`src/rtl/scan_pkg.sv`:
```
// Shared types and defaults for the scan chain controller.
package scan_pkg;

   localparam int unsigned SCAN_CHAIN_LEN_DEF = 8;

   typedef enum logic [2:0] {
      IDLE,
      SHIFT,
      CAPTURE,
      UNLOAD,
      DONE
   } scan_state_t;

endpackage

```
`src/rtl/scan_shreg.sv`:
```
// Parallel-load, shift-left register with serial in and MSB serial out.
// Used both as the pattern PISO and as the response SIPO.
module scan_shreg #(
   parameter int unsigned WIDTH = 8
) (
   input  logic             clk,
   input  logic             rst,
   input  logic             load,
   input  logic [WIDTH-1:0] din,
   input  logic             shift,
   input  logic             sin,
   output logic [WIDTH-1:0] q,
   output logic             sout
);

   logic [WIDTH-1:0] q_q, q_d;

   // Next value: load wins over shift, otherwise hold.
   always_comb begin
      q_d = q_q;
      if (load) begin
         q_d = din;
      end else if (shift) begin
         q_d = {q_q[WIDTH-2:0], sin};
      end
   end

   // Register with asynchronous clear.
   always_ff @(posedge clk or posedge rst) begin
      if (rst) begin
         q_q <= '0;
      end else begin
         q_q <= q_d;
      end
   end

   assign q    = q_q;
   assign sout = q_q[WIDTH-1];

endmodule

```
`src/rtl/scan_chain_ctrl.sv`:
```
// Scan chain controller: shifts a pattern into a mux-based scan chain, issues
// one capture cycle, then unloads the captured response.
// Optional compare against an expected value: define SCAN_CMP_EN.
module scan_chain_ctrl
   import scan_pkg::*;
#(
   parameter int unsigned CHAIN_LEN = SCAN_CHAIN_LEN_DEF
) (
   input  logic                 clk,
   input  logic                 rst,
   input  logic                 start,
   input  logic [CHAIN_LEN-1:0] pattern,
   input  logic [CHAIN_LEN-1:0] expected,
   output logic                 scan_en,
   output logic                 scan_in,
   input  logic                 scan_out,
   output logic                 busy,
   output logic                 done,
   output logic [CHAIN_LEN-1:0] response,
   output logic                 mismatch
);

   localparam int unsigned CNT_W = $clog2(CHAIN_LEN);
   localparam logic [CNT_W-1:0] CntLast = CNT_W'(CHAIN_LEN - 1);

   scan_state_t state_q, state_d;
   logic [CNT_W-1:0] cnt_q, cnt_d;

   logic start_acc;
   logic cnt_last;
   logic pat_msb;
   logic [CHAIN_LEN-1:0] pat_bits_unused;
   logic resp_sout_unused;

   assign start_acc = (state_q == IDLE) && start;
   assign cnt_last  = (cnt_q == CntLast);

   // Next state and shift counter.
   always_comb begin
      state_d = state_q;
      cnt_d   = cnt_q;
      unique case (state_q)
         IDLE: begin
            if (start) begin
               state_d = SHIFT;
               cnt_d   = '0;
            end
         end
         SHIFT: begin
            if (cnt_last) begin
               state_d = CAPTURE;
               cnt_d   = '0;
            end else begin
               cnt_d = cnt_q + CNT_W'(1);
            end
         end
         CAPTURE: begin
            state_d = UNLOAD;
         end
         UNLOAD: begin
            if (cnt_last) begin
               state_d = DONE;
               cnt_d   = '0;
            end else begin
               cnt_d = cnt_q + CNT_W'(1);
            end
         end
         DONE: begin
            state_d = IDLE;
         end
         default: begin
            state_d = IDLE;
            cnt_d   = '0;
         end
      endcase
   end

   // State and counter registers.
   always_ff @(posedge clk or posedge rst) begin
      if (rst) begin
         state_q <= IDLE;
         cnt_q   <= '0;
      end else begin
         state_q <= state_d;
         cnt_q   <= cnt_d;
      end
   end

   // Moore output decode from registered state.
   always_comb begin
      scan_en = 1'b0;
      scan_in = 1'b0;
      busy    = (state_q != IDLE);
      done    = (state_q == DONE);
      unique case (state_q)
         SHIFT: begin
            scan_en = 1'b1;
            scan_in = pat_msb;
         end
         UNLOAD: begin
            scan_en = 1'b1;
         end
         default: ;
      endcase
   end

   // Pattern PISO: MSB leaves first so pattern[CHAIN_LEN-1] ends in the far cell.
   scan_shreg #(
      .WIDTH(CHAIN_LEN)
   ) u_pattern (
      .clk   (clk),
      .rst   (rst),
      .load  (start_acc),
      .din   (pattern),
      .shift (state_q == SHIFT),
      .sin   (1'b0),
      .q     (pat_bits_unused),
      .sout  (pat_msb)
   );

   // Response SIPO: cleared on start, fills from scan_out during UNLOAD.
   scan_shreg #(
      .WIDTH(CHAIN_LEN)
   ) u_response (
      .clk   (clk),
      .rst   (rst),
      .load  (start_acc),
      .din   ('0),
      .shift (state_q == UNLOAD),
      .sin   (scan_out),
      .q     (response),
      .sout  (resp_sout_unused)
   );

`ifdef SCAN_CMP_EN
   logic [CHAIN_LEN-1:0] expected_q;
   logic                 mismatch_q;

   // Expected is latched at start; compare uses the response value being written.
   always_ff @(posedge clk or posedge rst) begin
      if (rst) begin
         expected_q <= '0;
         mismatch_q <= 1'b0;
      end else if (start_acc) begin
         expected_q <= expected;
         mismatch_q <= 1'b0;
      end else if ((state_q == UNLOAD) && cnt_last) begin
         mismatch_q <= ({response[CHAIN_LEN-2:0], scan_out} != expected_q);
      end
   end

   assign mismatch = mismatch_q;
`else
   logic unused_expected;
   assign unused_expected = ^expected;
   assign mismatch        = 1'b0;
`endif

endmodule

```
`config.mk`:
```
export PLATFORM = sky130hd
export DESIGN_NAME = scan_chain_ctrl
export DESIGN_NICKNAME = d
export VERILOG_FILES = /design/src/rtl/scan_pkg.sv /design/src/rtl/scan_shreg.sv /design/src/rtl/scan_chain_ctrl.sv
export SDC_FILE = /design/constraint.sdc
export NUM_CORES = 1
export LEC_CHECK = 0
export BUFFER_PORTS_ARGS = -buffer_cell sky130_fd_sc_hd__buf_2
export CORE_MARGIN = 1.5
export CORE_UTILIZATION = 35
export CTS_BUF_LIST = sky130_fd_sc_hd__clkbuf_4 sky130_fd_sc_hd__clkbuf_8
export DETAILED_ROUTE_END_ITERATION = 7
export REMOVE_ABC_BUFFERS = 1
export SLEW_MARGIN = 20
export SYNTH_ARGS = -nofsm -noshare
export SYNTH_HDL_FRONTEND = slang
export SYNTH_SLANG_ARGS = --single-unit
```
`constraint.sdc`:
```
create_clock -name clk -period 1.55 [get_ports clk]
set_clock_uncertainty 0.2 [all_clocks]
set_input_delay 0.155 -clock clk [delete_from_list [all_inputs] [get_ports clk]]
set_output_delay 0.155 -clock clk [all_outputs]
set_load 0.005 [all_outputs]
```
==> key figures, run 1 <==
Run status
  – Outcome: finished with violations
  – Failing checks: design-rule violations, negative setup slack

Detailed routing
  – DR vias: 881
  – Vias/cell: 4.867
  – Routed WL: 2282 um
  – DR WL/cell: 12.61 um
  – Starting DRT DRC Count: 28
  – DRC: 2
  – Detail Route Antenna Nets: 0
  – Pre-Repair DR Iteration Count: 6

Cells and area
  – Layout filler cell count: 249
  – NumNets Final: 174
  – # diodes: 0
  – Area growth syn-to-layout: 52.10%
  – Multi-input gate area: 462.9 um2
  – FF+latch area: 553.0 um2
  – Final instance area: 0.001589 mm2
  – Share of post-route cells with drive strength above 1: 0.4333

STA
  – Worst Slack Setup Final: -0.1649 ns
  – Tcrit/Tclk final: 1.106
  – Max Freq: 0.5831 GHz
  – Final min period: 1.715 ns
  – TNS Setup: -1.348 ns
  – Fin. max-slew vios: 0
  – RSZ-0062 raised after global routing: true
  – Final Setup Violations: 21
  – Final hold violation count: 0

Synth
  – Register area share after synthesis: 0.5269
  – Synth area leader: dfrtp_1
  – Number of synthesized flops with an enable pin: 0
  – Fraction of registers with async set/reset: 1.000
  – Distinct cells, synth: 28
  – Post-synthesis cell area: 0.001045 mm2
  – Yosys warning count: 0
  – Post-synth top area share: 0.5269
  – Prevailing post-synth register cell: dfrtp_1
  – Synth Instances: 93
  – #FFs+latches synth: 22
  – Mean area per synthesized cell: 11.23 um2
  – Main area contributors after synthesis: dfrtp_1 53%, a22o_1 7.5%, a21o_1 5.0%

Clock network
  – H-tree depth: 1
  – Clock root buffer: clkbuf_4
  – Clock transition at the registers of the reported paths: 0.12 ns
  – CTS Buffer Depth: 2
  – Clock Latency Late Sink: 0.30 ns
  – CTS Buf Count: 3
  – Sinks on Clock Net: 22
  – CTS tree: built

Worst setup path
  – Critical path data arrival time: 1.36 ns
  – Worst Setup End Kind: primary output
  – Reg2reg setup slack: -0.10 ns
  – Worst EP required: 1.19 ns
  – Startpoint Class: flop
  – Largest fanout on the critical path: 4
  – Crit Path Category: flop to primary output

Floorplan
  – # rows: 19
  – I/O pin total: 33
  – Total core area: 0.002805 mm2
  – Initial core utilization: 0.3724
  – Die area: 0.003322 mm2
  – Die W: 57.64 um
  – Die Span Y: 57.64 um

Placement
  – Gpl congestion: 0.6891
  – HPWL after detailed placement: 1464 um
  – Cell Area, Placed: 0.001222 mm2
  – I/O Buffers: 23

Global routing
  – Pin count of the biggest net entering global routing: 23
  – Global-route usage over all layers: 0.1412
  – Initial antenna violation count: 0
  – First-pass GRT wire length: 3643 um
  – Number of global-route vias before repair: 868
  – Gr ovfl total: 0

Power
  – Maximum vdd drop: 970.3 uV
  – Pwr/cell area: 1622 mW/mm2
  – Lkg Pwr: 0.8322 nW

Min path
  – Worst Hold Class: input pin to async pin

Job
  – Max_cap viols: 0
==> final cells by class <==
type	count	share of cell area
well taps	31	0.02441
repair buffers	62	0.3197
clock buffers	3	0.01417
multi-input cells	62	0.2913
flip-flops and latches	22	0.3480
inverters	1	0.002362
==> report_power, final <==
part	leakage, nW	internal, mW	switching, mW	total (mW)
clock	0.0138	0.0904	0.156	0.247
combinational	0.535	0.787	0.581	1.37
sequential	0.284	0.808	0.155	0.963
==> cells in the final DEF, fill, tap and decap left out, drive strengths merged <==
cell type	netlist	final
or3	1	1
a22o	10	10
inv	1	1
ha	2	2
dlygate4sd3	0	11
nor2	2	2
a211oi	2	2
and2	1	1
a21oi	8	8
nor3	1	1
nor2b	2	2
nand2	9	9
dfrtp	22	22
nand3	8	8
and3	1	1
clkbuf	1	3
nand3b	1	1
nor4b	1	1
mux2	1	1
conb	1	1
buf	7	51
nor3b	3	3
a21o	7	7
xor2	1	1
==> registers in the layout, indices dropped and copies added, names as in the netlist <==
signal	cells
state_q	3
u_pattern.q	8
u_response.q	8
cnt_q	3
==> timing repair <==
action	in CTS	in global routing
setup buffers	13	3
gates cloned	0	1
endpoints found under the hold margin	32	0
hold buffers	11	0
pin swaps	13	14
setup endpoints to repair	12	23
gates resized for setup	13	12
==> worst paths after layout <==
check / startpoint / to / cells after the start
hold reg to reg: u_pattern.q[5] / u_pattern.q[5] / 1
min in group clk: u_pattern.q[5] / u_pattern.q[5] / 1
setup reg to reg: state_q[2] / u_pattern.q[5] / 6
max in group asynchronous: rst / state_q[0] / 4
setup / recovery: state_q[0] / busy / 3
hold / removal: rst / u_pattern.q[0] / 4
==> per-layer routing <==
metal  vias to the layer above  routed length (um)  track usage
met5                         -                   0            0
met4                         0                   0     0.009967
met3                         0                  82      0.04018
met2                        19                1169       0.2549
met1                       417                1030       0.1756
li1                        445                   -            -
==> cell families (layout without fill, tap and decap cells) <==
logic type / count (synthesis) / in the layout / synth area share
buf+inv: 9 / 66 / 0.05987
fa+ha+maj: 2 / 2 / 0.02395
simple gates: 30 / 30 / 0.1713
compound gates: 27 / 27 / 0.1952
flops: 22 / 22 / 0.5269
other cells: 1 / 1 / 0.003589
xor+xnor: 1 / 1 / 0.008385
mux: 1 / 1 / 0.01078
==> Yosys cell counts (all sizes together), types with 2 or more instances <==
cell	count
a22o	10
ha	2
nand2	9
nor2b	2
nand3	8
nor2	2
dfrtp	22
a211oi	2
a21oi	8
buf	7
nor3b	3
a21o	7
==> critical path, stage by stage (launching register included) <==
cell     delay [ns]
dfrtp_2        0.46
buf_6          0.13
or3_1          0.34
buf_2          0.13
==> metrics by stage <==
step                      instances  worst slack [ns]  utilization  power, mW  hold slack (ns)
after detailed placement        150         -0.002195       0.4358      1.979         0.004455
after floorplan                  85           -0.3851            -      1.567         -0.05577
after global placement          150           0.02872       0.4358      1.929        0.0001796
after CTS                       177           -0.1744       0.5357      2.482           0.2132
after global routing            181           -0.2197       0.5665      2.762           0.2485
final                           181           -0.1649       0.5665      2.578           0.2127
No activity file was read; power rests on OpenSTA's default activity.
==> inputs of run 2 (changes only) <==
Settings changed: ABC_CLOCK_PERIOD_IN_PS set to 1660.
Clock period 1.55 ns to 1.66 ns, I/O delays scaled along.
==> run 2 against run 1 <==
Net effect: the run still ends with design-rule violations, negative setup slack left; count of clock-buffer cells in the layout increased by 1; critical path type unchanged; global-route usage increased by 0.32 points; hold slack got worse by 0.20 ns; worst setup slack improved by 0.082 ns.
==> key figures, run 2 (synthesis gave the netlist of run 1 again) <==
Placement
  – HPWL after detailed placement: 1484 um (+1.4%)
  – Dpl cells: 148 (-1.3%)
  – Gpl congestion: 0.6946 (+0.80%)
  – Cell Area, Placed: 0.001207 mm2 (-1.2%)
  – I/O Buffers: 23 (unchanged)

Cells and area
  – Share of post-route cells with drive strength above 1: 0.4362 (+0.002908)
  – NumNets Final: 172 (-1.1%)
  – Most frequent cells in the layout: 22 x buf_2, 21 x buf_4, 19 x dfrtp_1
  – Final non-filler cell total: 180 (-0.55%)
  – # diodes: 0 (unchanged)
  – Commonest non-fill, non-tap cell in the layout: buf_2
  – Final instance area: 0.001535 mm2 (-3.4%)
  – Multi-input gate area: 455.4 um2 (-1.6%)
  – FF+latch area: 554.3 um2 (+0.23%)
  – Finished Core Util: 0.5473 (-0.01918)
  – Area growth syn-to-layout: 46.95%
  – Layout filler cell count: 244 (-2.0%)

STA
  – RSZ-0062 raised after global routing: true
  – Tcrit/Tclk final: 1.050
  – Worst Slack Setup Final: -0.08337 ns (+0.08150 ns)
  – Max Freq: 0.5736 GHz
  – Fin Hold WS: 0.01124 ns (-0.2015 ns)
  – Final hold violation count: 0 (unchanged)
  – Final min period: 1.743 ns
  – Fin. max-slew vios: 0 (unchanged)
  – Final Setup Violations: 5 (-76%)

Floorplan
  – Die area: 0.003322 mm2 (unchanged)
  – Die Span Y: 57.64 um (unchanged)
  – Total core area: 0.002805 mm2 (unchanged)
  – Initial core utilization: 0.3724 (unchanged)
  – I/O pin total: 33 (unchanged)
  – Die W: 57.64 um (unchanged)
  – # rows: 19 (unchanged)

Global routing
  – Initial antenna violation count: 0 (unchanged)
  – First-pass GRT wire length: 3732 um (+2.4%)
  – Number of global-route vias before repair: 908 (+4.6%)
  – GRT met1 Usage: 0.1606 (-0.01498)
  – Met3 GRT Util: 0.05580 (+0.01563)
  – Met2 Use GR: 0.2646 (+0.009740)
  – Pin count of the biggest net entering global routing: 23 (unchanged)
  – Most used routing layer: met2
  – Global-route usage over all layers: 0.1444 (+0.003170)
  – Gr ovfl total: 0 (unchanged)

Clock network
  – CTS tree: built
  – CTS Buffer Depth: 2 (unchanged)
  – CTS Buf Count: 3 (unchanged)
  – H-tree depth: 1 (unchanged)
  – Clock transition at the registers of the reported paths: 0.13 ns (about the same)
  – Clock Latency Late Sink: 0.31 ns (about the same)
  – Sinks on Clock Net: 22 (unchanged)
  – Clock root buffer: clkbuf_4

Worst setup path
  – Worst EP required: 1.29 ns (+0.10 ns)
  – Crit Path Category: flop to primary output
  – Worst Setup End Kind: primary output
  – Critical path data arrival time: 1.38 ns (+0.02 ns)
  – Largest fanout on the critical path: 5 (+1)
  – Startpoint Class: flop
  – Reg2reg setup slack: -0.01 ns (+0.09 ns)

Detailed routing
  – Routed WL: 2280 um (about the same)
  – Starting DRT DRC Count: 44 (+57%)
  – DR WL/cell: 12.67 um (+0.47%)
  – DR vias: 906 (+2.8%)
  – Vias/cell: 5.033 (+3.4%)
  – Pre-Repair DR Iteration Count: 6 (unchanged)
  – Detail Route Antenna Nets: 0 (unchanged)
  – DRC: 4 (+2)

Power
  – Cell Int Power: 1.605 mW (-4.8%)
  – Sequential power share: 0.369 (-0.005)
  – Sw Share: 0.3419 (-0.003996)
  – Psw: 0.8336 mW (-6.5%)
  – Combinational Power Share: 0.510 (-0.021)
  – Maximum vdd drop: 985.8 uV (+1.6%)
  – Pwr/cell area: 1588 mW/mm2 (-2.1%)
  – Clock Power Share: 0.122 (+0.026)
  – Lkg Pwr: 0.8193 nW (-1.5%)

Run status
  – Failing checks: design-rule violations, negative setup slack
  – Outcome: finished with violations

Min path
  – Worst Hold Class: input pin to flop

Job
  – Max_cap viols: 0 (unchanged)
==> run 2: repair_timing <==
item                                   4_1_cts  5_1_grt
pin swaps                                    2        3
setup buffers                                8       10
gates cloned                                 0        0
endpoints found under the hold margin       31        0
setup endpoints to repair                    4       15
hold buffers                                10        0
resized for setup                            9        6
==> run 2: path summary, 6_finish.rpt <==
kind | from | endpoint | depth (start not counted)
min in group asynchronous | rst | u_pattern.q[0] | 4
worst max register to register | state_q[0] | u_pattern.q[2] | 5
worst min register to register | u_pattern.q[7] | u_pattern.q[7] | 1
worst max-delay path | state_q[0] | busy | 3
max in group asynchronous | rst | state_q[1] | 4
worst min-delay path | start | state_q[0] | 3
==> run 2: power by group through the flow <==
stage	Combinational [mW]	Clock [mW]	Sequential (mW)
after floorplan	0.526	0	0.937
after global routing	1.37	0.335	0.928
after global placement	0.869	0	0.908
after CTS	1.07	0.312	0.906
final	1.24	0.297	0.899
after detailed placement	0.896	0	0.918
==> run 2: routing by layer <==
layer  vias to the layer above  routed length, um  part of all wire
met5                         -                  0                 0
met4                         0                 14            0.0061
met3                         2                131             0.057
met2                        24               1188              0.52
met1                       438                946              0.41
li1                        442                  -                 -
==> run 2: layout make-up <==
cell class / count / area share
well taps: 31 / 0.02526
clock buffers: 4 / 0.02363
multi-input cells: 62 / 0.2967
repair buffers: 60 / 0.2910
inverters: 1 / 0.002445
flip-flops and latches: 22 / 0.3610
==> run 2: worst max-delay path, cell delays in order, from the launching register on <==
cell     delay [ns]
dfrtp_2        0.46
buf_6          0.14
or3_1          0.33
buf_2          0.13
==> run 2: per-stage QoR <==
stage               power [mW]  TNS, ns  worst slack, ns
detailed placement       1.814        0          0.08046
floorplan                1.463   -2.196          -0.2751
global placement         1.777        0           0.1219
global route             2.630  -0.8896          -0.1393
finish                   2.438  -0.1632         -0.08337
CTS                      2.285  -0.3323          -0.1039
